## config.mk

```make
export PLATFORM = sky130hd
export DESIGN_NAME = sort_engine_dispatcher
export DESIGN_NICKNAME = d
export VERILOG_FILES = /design/src/rtl/sort_engine_dispatcher.sv
export SDC_FILE = /design/constraint.sdc
export NUM_CORES = 1
export LEC_CHECK = 0
export CORE_ASPECT_RATIO = 1.25
export CORE_MARGIN = 3
export CORE_UTILIZATION = 27
export CTS_CLUSTER_DIAMETER = 100
export DETAILED_ROUTE_END_ITERATION = 6
export HOLD_SLACK_MARGIN = 0.12
export PLACE_DENSITY = 0.81
export SLEW_MARGIN = 20
export SYNTH_ARGS = -nofsm -noshare
export SYNTH_HDL_FRONTEND = slang
export SYNTH_SLANG_ARGS = --single-unit
```

## constraint.sdc

```tcl
create_clock -name clk_i -period 3.3 [get_ports clk_i]
set_input_delay 0.33 -clock clk_i [delete_from_list [all_inputs] [get_ports clk_i]]
set_output_delay 0.33 -clock clk_i [all_outputs]
set_load 0.01 [all_outputs]
```

## src/rtl/sort_engine_dispatcher.sv

```systemverilog
// Round-robin packet dispatcher over ENGINE_CNT sort engines; an order FIFO of
// engine indices makes results leave in the same order packets arrived.
module sort_engine_dispatcher #(
    parameter int DWIDTH      = 32,
    parameter int ENGINE_CNT  = 2,
    parameter int ORDER_DEPTH = 4
) (
    input  logic                           clk_i,
    input  logic                           rst_i,
    input  logic [DWIDTH-1:0]              data_i,
    input  logic                           sop_i,
    input  logic                           eop_i,
    input  logic                           val_i,
    output logic                           ready_o,
    output logic [DWIDTH-1:0]              eng_data_o,
    output logic                           eng_sop_o,
    output logic                           eng_eop_o,
    output logic [ENGINE_CNT-1:0]          eng_val_o,
    input  logic [ENGINE_CNT-1:0]          eng_ready_i,
    input  logic [ENGINE_CNT*DWIDTH-1:0]   eng_data_i,
    input  logic [ENGINE_CNT-1:0]          eng_sop_i,
    input  logic [ENGINE_CNT-1:0]          eng_eop_i,
    input  logic [ENGINE_CNT-1:0]          eng_val_i,
    output logic [ENGINE_CNT-1:0]          eng_ready_o,
    output logic [DWIDTH-1:0]              data_o,
    output logic                           sop_o,
    output logic                           eop_o,
    output logic                           val_o,
    input  logic                           ready_i,
    output logic [$clog2(ORDER_DEPTH):0]   order_cnt_o,
    output logic                           err_o
);

    localparam int SW = $clog2(ENGINE_CNT);
    localparam int AW = $clog2(ORDER_DEPTH);

    typedef enum logic {IDLE, PKT} state_t;

    state_t        state;
    logic [SW-1:0] in_sel;
    logic [SW-1:0] next_sel;
    logic [SW-1:0] out_sel;
    logic [SW-1:0] order_mem [ORDER_DEPTH];
    logic [AW-1:0] wr_ptr;
    logic [AW-1:0] rd_ptr;
    logic [AW:0]   count;
    logic          fifo_full;
    logic          fifo_empty;
    logic          in_xfer;
    logic          push;
    logic          pop;
    logic          stray;

    assign fifo_full   = (count == (AW+1)'(ORDER_DEPTH));
    assign fifo_empty  = (count == '0);
    assign order_cnt_o = count;

    assign eng_data_o = data_i;
    assign eng_sop_o  = sop_i;
    assign eng_eop_o  = eop_i;

    assign next_sel = (in_sel == SW'(ENGINE_CNT - 1)) ? '0 : in_sel + 1'b1;

    // Full gates only a new sop; beats inside an accepted packet never stall on it.
    always_comb begin
        ready_o   = 1'b0;
        eng_val_o = '0;
        case (state)
            IDLE: begin
                if (sop_i) begin
                    ready_o           = eng_ready_i[in_sel] & ~fifo_full;
                    eng_val_o[in_sel] = val_i & ~fifo_full;
                end else begin
                    ready_o = 1'b1;
                end
            end
            PKT: begin
                ready_o           = eng_ready_i[in_sel];
                eng_val_o[in_sel] = val_i;
            end
            default: ;
        endcase
    end

    assign in_xfer = val_i & ready_o;
    assign push    = in_xfer & (state == IDLE) & sop_i;
    assign stray   = in_xfer & (state == IDLE) & ~sop_i;

    assign out_sel = order_mem[rd_ptr];

    always_comb begin
        data_o      = '0;
        sop_o       = 1'b0;
        eop_o       = 1'b0;
        val_o       = 1'b0;
        eng_ready_o = '0;
        for (int unsigned k = 0; k < ENGINE_CNT; k++) begin
            if (!fifo_empty && out_sel == SW'(k)) begin
                data_o         = eng_data_i[k*DWIDTH +: DWIDTH];
                sop_o          = eng_sop_i[k];
                eop_o          = eng_eop_i[k];
                val_o          = eng_val_i[k];
                eng_ready_o[k] = ready_i;
            end
        end
    end

    assign pop = val_o & ready_i & eop_o;

    always_ff @(posedge clk_i) begin
        if (push) begin
            order_mem[wr_ptr] <= in_sel;
        end
    end

    always_ff @(posedge clk_i or posedge rst_i) begin
        if (rst_i) begin
            state  <= IDLE;
            in_sel <= '0;
            wr_ptr <= '0;
            rd_ptr <= '0;
            count  <= '0;
            err_o  <= 1'b0;
        end else begin
            err_o <= stray;
            if (push) wr_ptr <= wr_ptr + 1'b1;
            if (pop)  rd_ptr <= rd_ptr + 1'b1;
            case ({push, pop})
                2'b10:   count <= count + 1'b1;
                2'b01:   count <= count - 1'b1;
                default: ;
            endcase
            case (state)
                IDLE: begin
                    if (push) begin
                        if (eop_i) in_sel <= next_sel;
                        else       state  <= PKT;
                    end
                end
                PKT: begin
                    if (in_xfer && eop_i) begin
                        in_sel <= next_sel;
                        state  <= IDLE;
                    end
                end
                default: state <= IDLE;
            endcase
        end
    end

endmodule

```

# Word-level counts from Yosys, hierarchy flattened
# Memory sizes are Yosys's and may differ from the RTL's.
# Cells that the tools add are included.
[word_totals]
register_bits = 10
mem_bits_rw = 4
inputBits = 110
output_inout_bits = 78
elab_cells = 72
mem_count = 1
[op_classes]
n_addsub = 5
magnitude_cmp = 2
n_eq_ne = 6
n_mux = 30
bitwise_logic = 14
reduce_logical = 8
[mem_list]
columns = ["memory", "depth", "word_bits", "read_ports", "rd_ports_with_merged_regs", "write_ports", "line", "text"]
rows = [
  ["order_mem", 4, 1, 1, 0, 1, "43", "logic [SW-1:0] order_mem [ORDER_DEPTH];"],
]
[op_table]
columns = ["op", "count"]
rows = [
  ["2-to-1 mux 32 bit", 2],
  ["2-to-1 mux 1 bit", 21],
  ["bitwise AND 1 bit", 8],
  ["case mux 1 bit (2 select lines)", 3],
  ["case mux 3 bit (2 select lines)", 1],
  ["adder 2 x 1 -> 2 bit (second input constant)", 2],
  ["bitwise AND 2 bit", 2],
  ["logical AND 1 bit", 4],
  ["inequality test 2 bit (second input constant)", 2],
  ["inverter 1 bit", 4],
  ["case mux 2 bit (2 select lines)", 1],
  ["adder 3 x 1 -> 3 bit (second input constant)", 1],
  ["== test 3 bit (second input constant)", 1],
  ["zero test 3 bit", 1],
  ["AND reduction 3 bit", 1],
  ["subtractor 3 x 1 -> 3 bit (second input constant)", 1],
  ["== test 2 x 1 -> 1 bit (second input constant)", 1],
  ["== test 2 bit (second input constant)", 1],
  ["< comparator 1 x 2 -> 1 bit (second input constant)", 1],
  ["2-to-1 mux 2 bit", 1],
  ["inequality test 2 x 1 -> 1 bit (second input constant)", 1],
  ["nonzero test 2 bit", 1],
  ["adder 1 bit (second input constant)", 1],
  ["demux 1 bit (select 1 bit)", 1],
  ["2 further kinds", 2],
]

# Longest topological paths before layout
# Gate-level depths: netlist (run 1).
[depth]
ltp_word = 10
ltp_mapped = 11

# Least setup slack after synthesis (run 1)
# No wires, ideal clock.
[synth_timing]
path_type = "flip-flop to flip-flop"
start = "register rd_ptr[0]"
end = "register count[2], in the netlist order_cnt_o[2]"
t_arrival_ns = 2.270
required_ns = 3.221
setup_slack_ns = 0.950
stages_incl_launch_ff = 12
synth_period_minus_slack_ns = 2.350
path_cell_list = "dfrtp_1 > mux4_2 > buf_4 > nor2_1 > a31oi_1 > nor2_1 > ha_1 > inv_1 > fa_1 > xor2_1 > nor2_1 > xor2_1"
[synth_between]
elab_chain_len = 9
elab_cells_between_ends = 14
cone_classes = "eq/ne: 2; mux: 5; bitwise: 3; reduce/logical: 3; memory: 1"
[synth_rtl]
columns = ["item", "line", "text"]
rows = [
  ["from (decl)", "45", "logic [AW-1:0] rd_ptr;"],
  ["from (signal assigned)", "127", "if (pop) rd_ptr <= rd_ptr + 1'b1;"],
  ["memory read (4 x 1 bit) *", "n/a", ""],
  ["inverter 1 bit", "98", "if (!fifo_empty && out_sel == SW'(k)) begin"],
  ["logical AND 1 bit", "98", ""],
  ["2-to-1 mux 1 bit (2 in series)", "98", ""],
  ["bitwise AND 1 bit", "108", "assign pop = val_o & ready_i & eop_o;"],
  ["bitwise AND 1 bit *", "108", ""],
  ["named net pop", "51", "logic pop;"],
  ["== test 2 x 1 -> 1 bit / == test 2 bit (equally long branches)", "128", "case ({push, pop})"],
  ["case mux 3 bit (2 select lines) / nonzero test 2 bit (equally long branches)", "n/a", ""],
  ["to (signal assigned)", "129", "2'b10: count <= count + 1'b1;"],
  ["to (signal assigned)", "130", "2'b01: count <= count - 1'b1;"],
  ["to (decl)", "46", "logic [AW:0] count;"],
]
# Mark *: on every way through the listed nets, which the timed path passes. The rest lies on a longest branch.
# A chain may end at the register's enable or synchronous reset.

# Worst setup path after layout (run 1)
[layout_timing]
start = "register rd_ptr[0]"
end = "output port data_o[19]"
[layout_between]
elab_chain_len = 5
elab_cells_between_ends = 6
cone_classes = "mux: 2; bitwise: 1; reduce/logical: 2; memory: 1"
[layout_rtl]
columns = ["item", "line", "text"]
rows = [
  ["memory read (4 x 1 bit) *", "n/a", ""],
  ["inverter 1 bit", "98", ""],
  ["logical AND 1 bit", "98", ""],
  ["2-to-1 mux 32 bit", "98", ""],
  ["2-to-1 mux 32 bit *", "98", ""],
  ["to (decl)", "25", "output logic [DWIDTH-1:0] data_o,"],
]
# Mark *: on every way between the ends. The rest lies on a longest branch, timed or not.

==> impl_metrics.py, run 1 <==
metrics = {
    "power": {
        "switching_power_uw": 739,
        "p_seq_frac": 0.188,
        "vdd_ir_drop_max_mv": 0.439,
        "cellInternalPower_mw": 1.11,
        "power_density_nw_per_um2": 690,
        "combinationalPowerShare": 0.735,
        "share_clk_of_total_power": 0.077,
        "power_mw": 1.85,
        "leakage_nw": 1.16,
        "sw_frac_of_total": 0.399,
    },
    "hold_path": {
        "hold_path.class": "primary input to async pin",
    },
    "placed_design": {
        "place_ws_ns": 0.688,
        "port_buffers": 123,
        "dp_hpwl_um": 4250,
        "place_inst": 329,
        "gp_congestion": 0.789,
        "postPlaceCellArea_um2": 2640,
    },
    "logic_synthesis": {
        "ys_warn_count": 0,
        "synth_top_area_frac": 0.242,
        "synthTopCellsByArea": "mux2i_1, buf_4, dfrtp_1, nor2_1, edfxtp_1",
        "postSynthAreaPerCell_um2": 8.86,
        "syn_nets": 298,
        "ys_seq_elements": 14,
        "synth_area_um2": 1610,
        "netlist_instances": 182,
        "synth.yosys.seq_area_share": 0.230,
        "synth_top_area_cell": "mux2i_1",
        "ys_types": 33,
    },
    "global_routing": {
        "grt_pass1_wl_um": 6910,
        "grt_max_degree": 36,
        "grt_overflow_total": 0,
        "grt_pass1_vias": 1502,
        "antenna_found_initial": 0,
        "grt_usage": 0.124,
    },
    "sta": {
        "finalWorstSetupSlack_ns": 0.506,
        "fmax_mhz": 358,
        "tns_ns": 0,
        "final_hold_viol_count": 0,
        "hold_slack_ns": 0.372,
        "tightest_slew_ns": 0.530,
        "finalCriticalPeriod_ns": 2.79,
        "setup-violations-final": 0,
        "skew_ns": 0.00543,
        "maxSlewHeadroom": 0.646,
        "rsz0062_at_grt": "false",
        "finalCritPeriodShare": 0.847,
        "slew_viol_final": 0,
    },
    "route": {
        "drc_errors": 0,
        "wl_per_cell_um": 15.0,
        "vias_per_cell": 4.68,
        "wl_um": 5000,
        "routed-via-count": 1558,
        "dr.pass1.iters": 4,
        "dr.first_iter.drc_count": 22,
        "antenna_left": 0,
    },
    "critical_path": {
        "max_stage_delay_ns": 0.61,
        "crit_required_ns": 2.97,
        "worst_setup_path_end_kind": "primary output",
        "r2r-start": "order_cnt_o[0]$_DFFE_PP0P_",
        "rrSetupSlack_ns": 0.78,
        "cp_slowest_cell": "mux4_2",
        "cp.arrival_ns": 2.46,
        "crit_path_start": "rd_ptr[0]$_DFFE_PP0P_",
        "crit_path_max_fanout": 33,
        "criticalPathCategory": "register to primary output",
        "path_buf_inv": 2,
        "path_delay_family": "buffers and inverters",
        "path_cells": "mux4_2 -> buf_4 -> mux2i_1 -> nor2_1 -> clkdlybuf4s50_1",
        "crit_path_start_kind": "register",
    },
    "floorplan": {
        "core-area_um2": 5590,
        "rows": 30,
        "io_pins": 188,
        "initial_core_util": 0.288,
        "die_x_um": 75.1,
        "die_area_um2": 6940,
        "die_y_um": 92.4,
    },
    "cells_and_area": {
        "n_antenna_cell": 0,
        "drive_gt1_frac": 0.0409,
        "layoutNonFillerInstCount": 333,
        "final_util": 0.480,
        "stdcell_area_um2": 2680,
        "nets": 386,
        "area_growth_pct": 66.4,
    },
    "clocking": {
        "clk_latency_ns": 0.24,
        "cts_post_setup_buffers_inserted": 0,
        "clk_transition_reported_paths_ns": 0.06,
        "cts.path.max_buffers": 2,
        "cts_buffers": 3,
        "cts_hold_buf": 0,
        "clock-sinks": 14,
        "cts_tree": "yes",
        "cts_root_buf": "clkbuf_8",
        "cts_repair_resize_count": 0,
        "htreeDepth": 1,
    },
    "status": {
        "outcome": "complete, no violations",
    },
    "run": {
        "max_cap_viol_count": 0,
    },
}
-- routing by layer --
| layer | routed length [µm] | track usage | up-vias | part of all wire |
|---|---|---|---|---|
| met5 | 0 | 0 | - | 0 |
| met4 | 39 | 0.0223 | 0 | 0.0078 |
| met3 | 825 | 0.0467 | 6 | 0.16 |
| met2 | 2490 | 0.241 | 116 | 0.50 |
| met1 | 1650 | 0.120 | 689 | 0.33 |
| li1 | - | - | 747 | - |
-- state kept, by name (all words and copies together), names as in the netlist --
name / flops
wr_ptr: 2
order_cnt_o: 3
state: 1
rd_ptr: 2
order_mem: 4
err_o: 1
in_sel: 1
-- power by group through the flow --
stage / Clock (mW) / Sequential [mW] / Combinational, mW
floorplan: 0 / 0.335 / 0.767
global placement: 0 / 0.346 / 1.36
detailed placement: 0 / 0.353 / 1.38
CTS: 0.145 / 0.351 / 1.38
global route: 0.150 / 0.362 / 1.47
finish: 0.142 / 0.349 / 1.36
-- layout make-up --
cell class / instances / area [µm²]
fill: 511 / 2910
clock buffer: 3 / 41.3
timing repair buffer: 125 / 1250
clock inverter: 1 / 3.75
inverter: 7 / 26.3
multi-input combinational: 119 / 916
tap: 64 / 80.1
sequential: 14 / 370
-- synthesized netlist by cell type, drive strengths merged --
| cell type | n |
|---|---|
| nor2 | 41 |
| nor2b | 1 |
| mux2i | 39 |
| and2 | 5 |
| ha | 5 |
| o31ai | 1 |
| and3b | 1 |
| xnor2 | 3 |
| fa | 1 |
| inv | 7 |
| clkbuf | 3 |
| a31oi | 2 |
| nand3b | 1 |
| o22ai | 1 |
| xor2 | 3 |
| buf | 39 |
| nor4bb | 1 |
| mux2 | 2 |
| dfrtp | 10 |
| nor3b | 2 |
| nor4b | 2 |
| a21oi | 2 |
| edfxtp | 4 |
| nand2b | 1 |
| nand2 | 2 |
| mux4 | 1 |
| o21ai | 1 |
| nor3 | 1 |
-- cells in the final DEF (no fill, tap or decap), types with 2 or more instances in the layout --
master           instances
ha_1                     5
a21oi_1                  2
and2_1                   5
clkdlybuf4s50_1        123
a31oi_1                  2
inv_1                    7
nor2_1                  41
xnor2_1                  3
buf_4                    2
dfrtp_1                 10
nand2_1                  2
edfxtp_1                 4
xor2_1                   3
mux2i_1                 39
clkbuf_8                 3
-- path summary, 6_finish.rpt --
check	endpoint	depth (start not counted)
max	data_o[19]	5
min	state$_DFF_PP0_	2
max reg2reg	order_cnt_o[2]$_DFFE_PP0P_	10
min reg2reg	rd_ptr[0]$_DFFE_PP0P_	1
max in group asynchronous	in_sel$_DFFE_PP0P_	2
min in group clk_i	rd_ptr[0]$_DFFE_PP0P_	1
-- cells by family (layout without fill, tap and decap cells) --
kind of cell	count (synthesis)	count (layout)	share of synthesized area
flip-flops	14	14	0.230
AO/OA/AOI/OAI	7	7	0.0256
multiplexers	42	42	0.272
adder cells (fa/ha/maj)	6	6	0.0512
AND/OR/NAND/NOR	58	58	0.182
XOR/XNOR	6	6	0.0326
buffers and inverters	49	136	0.206
No activity file was read; power rests on OpenSTA's default activity.
==> run 2: changes to the inputs <==
- clock period: 3.3 -> 2.8 ns (I/O delays scaled with it)
==> impl_metrics.py, run 2 (same netlist as run 1, synthesis figures left out) <==
metrics = {
    "global_routing": {
        "antenna_found_initial": 0,
        "grt_usage": 0.130,
        "grt_pass1_vias": 1506,
        "grt_overflow_total": 0,
        "grt_pass1_wl_um": 7110,
        "grt_max_degree": 36,
    },
    "critical_path": {
        "path_delay_family": "multiplexers",
        "crit_required_ns": 2.52,
        "path_cells": "mux4_2 -> buf_6 -> mux2i_1 -> nor2_1 -> clkdlybuf4s50_1",
        "crit_path_max_fanout": 26,
        "path_buf_inv": 2,
        "cp.arrival_ns": 2.35,
        "r2r_end": "order_cnt_o[2]$_DFFE_PP0P_",
        "criticalPathCategory": "register to primary output",
        "max_stage_delay_ns": 0.63,
        "worst_setup_path_end_kind": "primary output",
        "r2r-start": "order_cnt_o[0]$_DFFE_PP0P_",
        "reg2regPathDepth": 10,
        "cp_slowest_cell": "mux4_2",
        "crit_path_start_kind": "register",
        "rrSetupSlack_ns": 0.37,
    },
    "route": {
        "dr.pass1.iters": 3,
        "vias_per_cell": 4.70,
        "routed-via-count": 1570,
        "antenna_left": 0,
        "wl_um": 5030,
        "drc_errors": 0,
        "dr.first_iter.drc_count": 14,
        "wl_per_cell_um": 15.1,
    },
    "cells_and_area": {
        "layout_common_cells": "clkdlybuf4s50_1, nor2_1, mux2i_1, dfrtp_1, inv_1",
        "final_common_cell": "clkdlybuf4s50_1",
        "area_growth_pct": 67.1,
        "stdcell_area_um2": 2700,
        "drive_gt1_frac": 0.0444,
        "nets": 387,
        "n_antenna_cell": 0,
        "top_register": "order_mem",
        "largest_reg_flops": 4,
    },
    "sta": {
        "tns_ns": 0,
        "maxSlewHeadroom": 0.725,
        "final_hold_viol_count": 0,
        "tightest_slew_ns": 0.412,
        "rsz0062_at_grt": "false",
        "slew_viol_final": 0,
        "hold_slack_ns": 0.329,
        "fmax_mhz": 380,
        "skew_ns": 0.00443,
        "setup-violations-final": 0,
        "finalCritPeriodShare": 0.939,
        "finalCriticalPeriod_ns": 2.63,
    },
    "power": {
        "share_clk_of_total_power": 0.078,
        "cellInternalPower_mw": 1.33,
        "sw_frac_of_total": 0.399,
        "leakage_nw": 1.17,
        "combinationalPowerShare": 0.737,
        "power_density_nw_per_um2": 818,
        "power_mw": 2.21,
        "switching_power_uw": 879,
        "p_seq_frac": 0.186,
        "vdd_ir_drop_max_mv": 0.485,
    },
    "hold_path": {
        "hold_path.class": "primary input to async pin",
    },
    "floorplan": {
        "initial_core_util": 0.288,
        "core-area_um2": 5590,
        "die_x_um": 75.1,
        "die_y_um": 92.4,
        "rows": 30,
        "io_pins": 188,
        "die_area_um2": 6940,
    },
    "placed_design": {
        "port_buffers": 123,
        "gp_congestion": 0.774,
        "dp_hpwl_um": 4290,
        "postPlaceCellArea_um2": 2650,
    },
    "clocking": {
        "clk_transition_reported_paths_ns": 0.06,
        "cts.path.max_buffers": 2,
        "clock-sinks": 14,
        "cts_post_setup_buffers_inserted": 0,
        "clk_latency_ns": 0.25,
        "cts_buffers": 3,
        "htreeDepth": 1,
        "cts_tree": "yes",
        "cts_root_buf": "clkbuf_8",
    },
    "status": {
        "outcome": "complete, no violations",
    },
    "run": {
        "max_cap_viol_count": 0,
    },
}
## run 2: cell count changes in the layout (fill, tap and decap cells not counted), sizes merged
cell  delta
buf      +1
## run 2: power by group through the flow
stage          clock network [mW]  registers [mW]  logic, mW
3_5_place_dp                    0           0.413       1.64
6_report                    0.171           0.410       1.62
3_3_place_gp                    0           0.409       1.62
5_1_grt                     0.186           0.426       1.76
4_1_cts                     0.177           0.412       1.65
2_1_floorplan                   0           0.394      0.904
## run 2: worst max-delay path by stage
stage | startpoint | end | slack (ns) | cells past startpoint
after global routing | rd_ptr[0]$_DFFE_PP0P_ | sop_o | 0.04 | 5
after floorplan | rd_ptr[0]$_DFFE_PP0P_ | order_cnt_o[2]$_DFFE_PP0P_ | 0.45 | 11
after global placement | rd_ptr[0]$_DFFE_PP0P_ | data_o[19] | 0.36 | 5
after detailed placement | eng_ready_i[0] | order_cnt_o[2]$_DFFE_PP0P_ | 0.26 | 11
after CTS | rd_ptr[0]$_DFFE_PP0P_ | data_o[19] | 0.07 | 5
final | rd_ptr[0]$_DFFE_PP0P_ | data_o[19] | 0.17 | 5
## run 2: area by class of cell
class / count / area [µm²]
fillers: 538 / 2900
repair buffers: 126 / 1260
multi-input cells: 119 / 916
flip-flops and latches: 14 / 370
well taps: 64 / 80.1
clock buffers: 3 / 41.3
inverters: 7 / 26.3
clock inverters: 1 / 3.75
## run 2: through the flow
stage | std cells | setup slack [ns] | utilization
6_report | 334 | 0.170 | 0.482
5_1_grt | 334 | 0.0426 | 0.482
2_1_floorplan | 182 | 0.450 | -
3_5_place_dp | 330 | 0.257 | 0.473
4_1_cts | 334 | 0.0700 | 0.481
3_3_place_gp | 330 | 0.362 | 0.473
## run 2: timing repair
item / in CTS / in global routing
hold buffers: 0 / 0
setup endpoints to repair: 0 / 1
resized for setup: 0 / 1
## run 2: routing by layer
metal	vias to the layer above	global-route usage	wire, µm
met2	109	0.238	2470
li1	753	-	-
met4	0	0.0356	60
met1	699	0.131	1690
met5	-	0	0
met3	9	0.0532	804
==> run 3: changes to the inputs <==
- TNS_END_PERCENT: not set -> 30
==> results of run 3 <==
No change in the layout: final DEF, timing and power equal those of run 2.
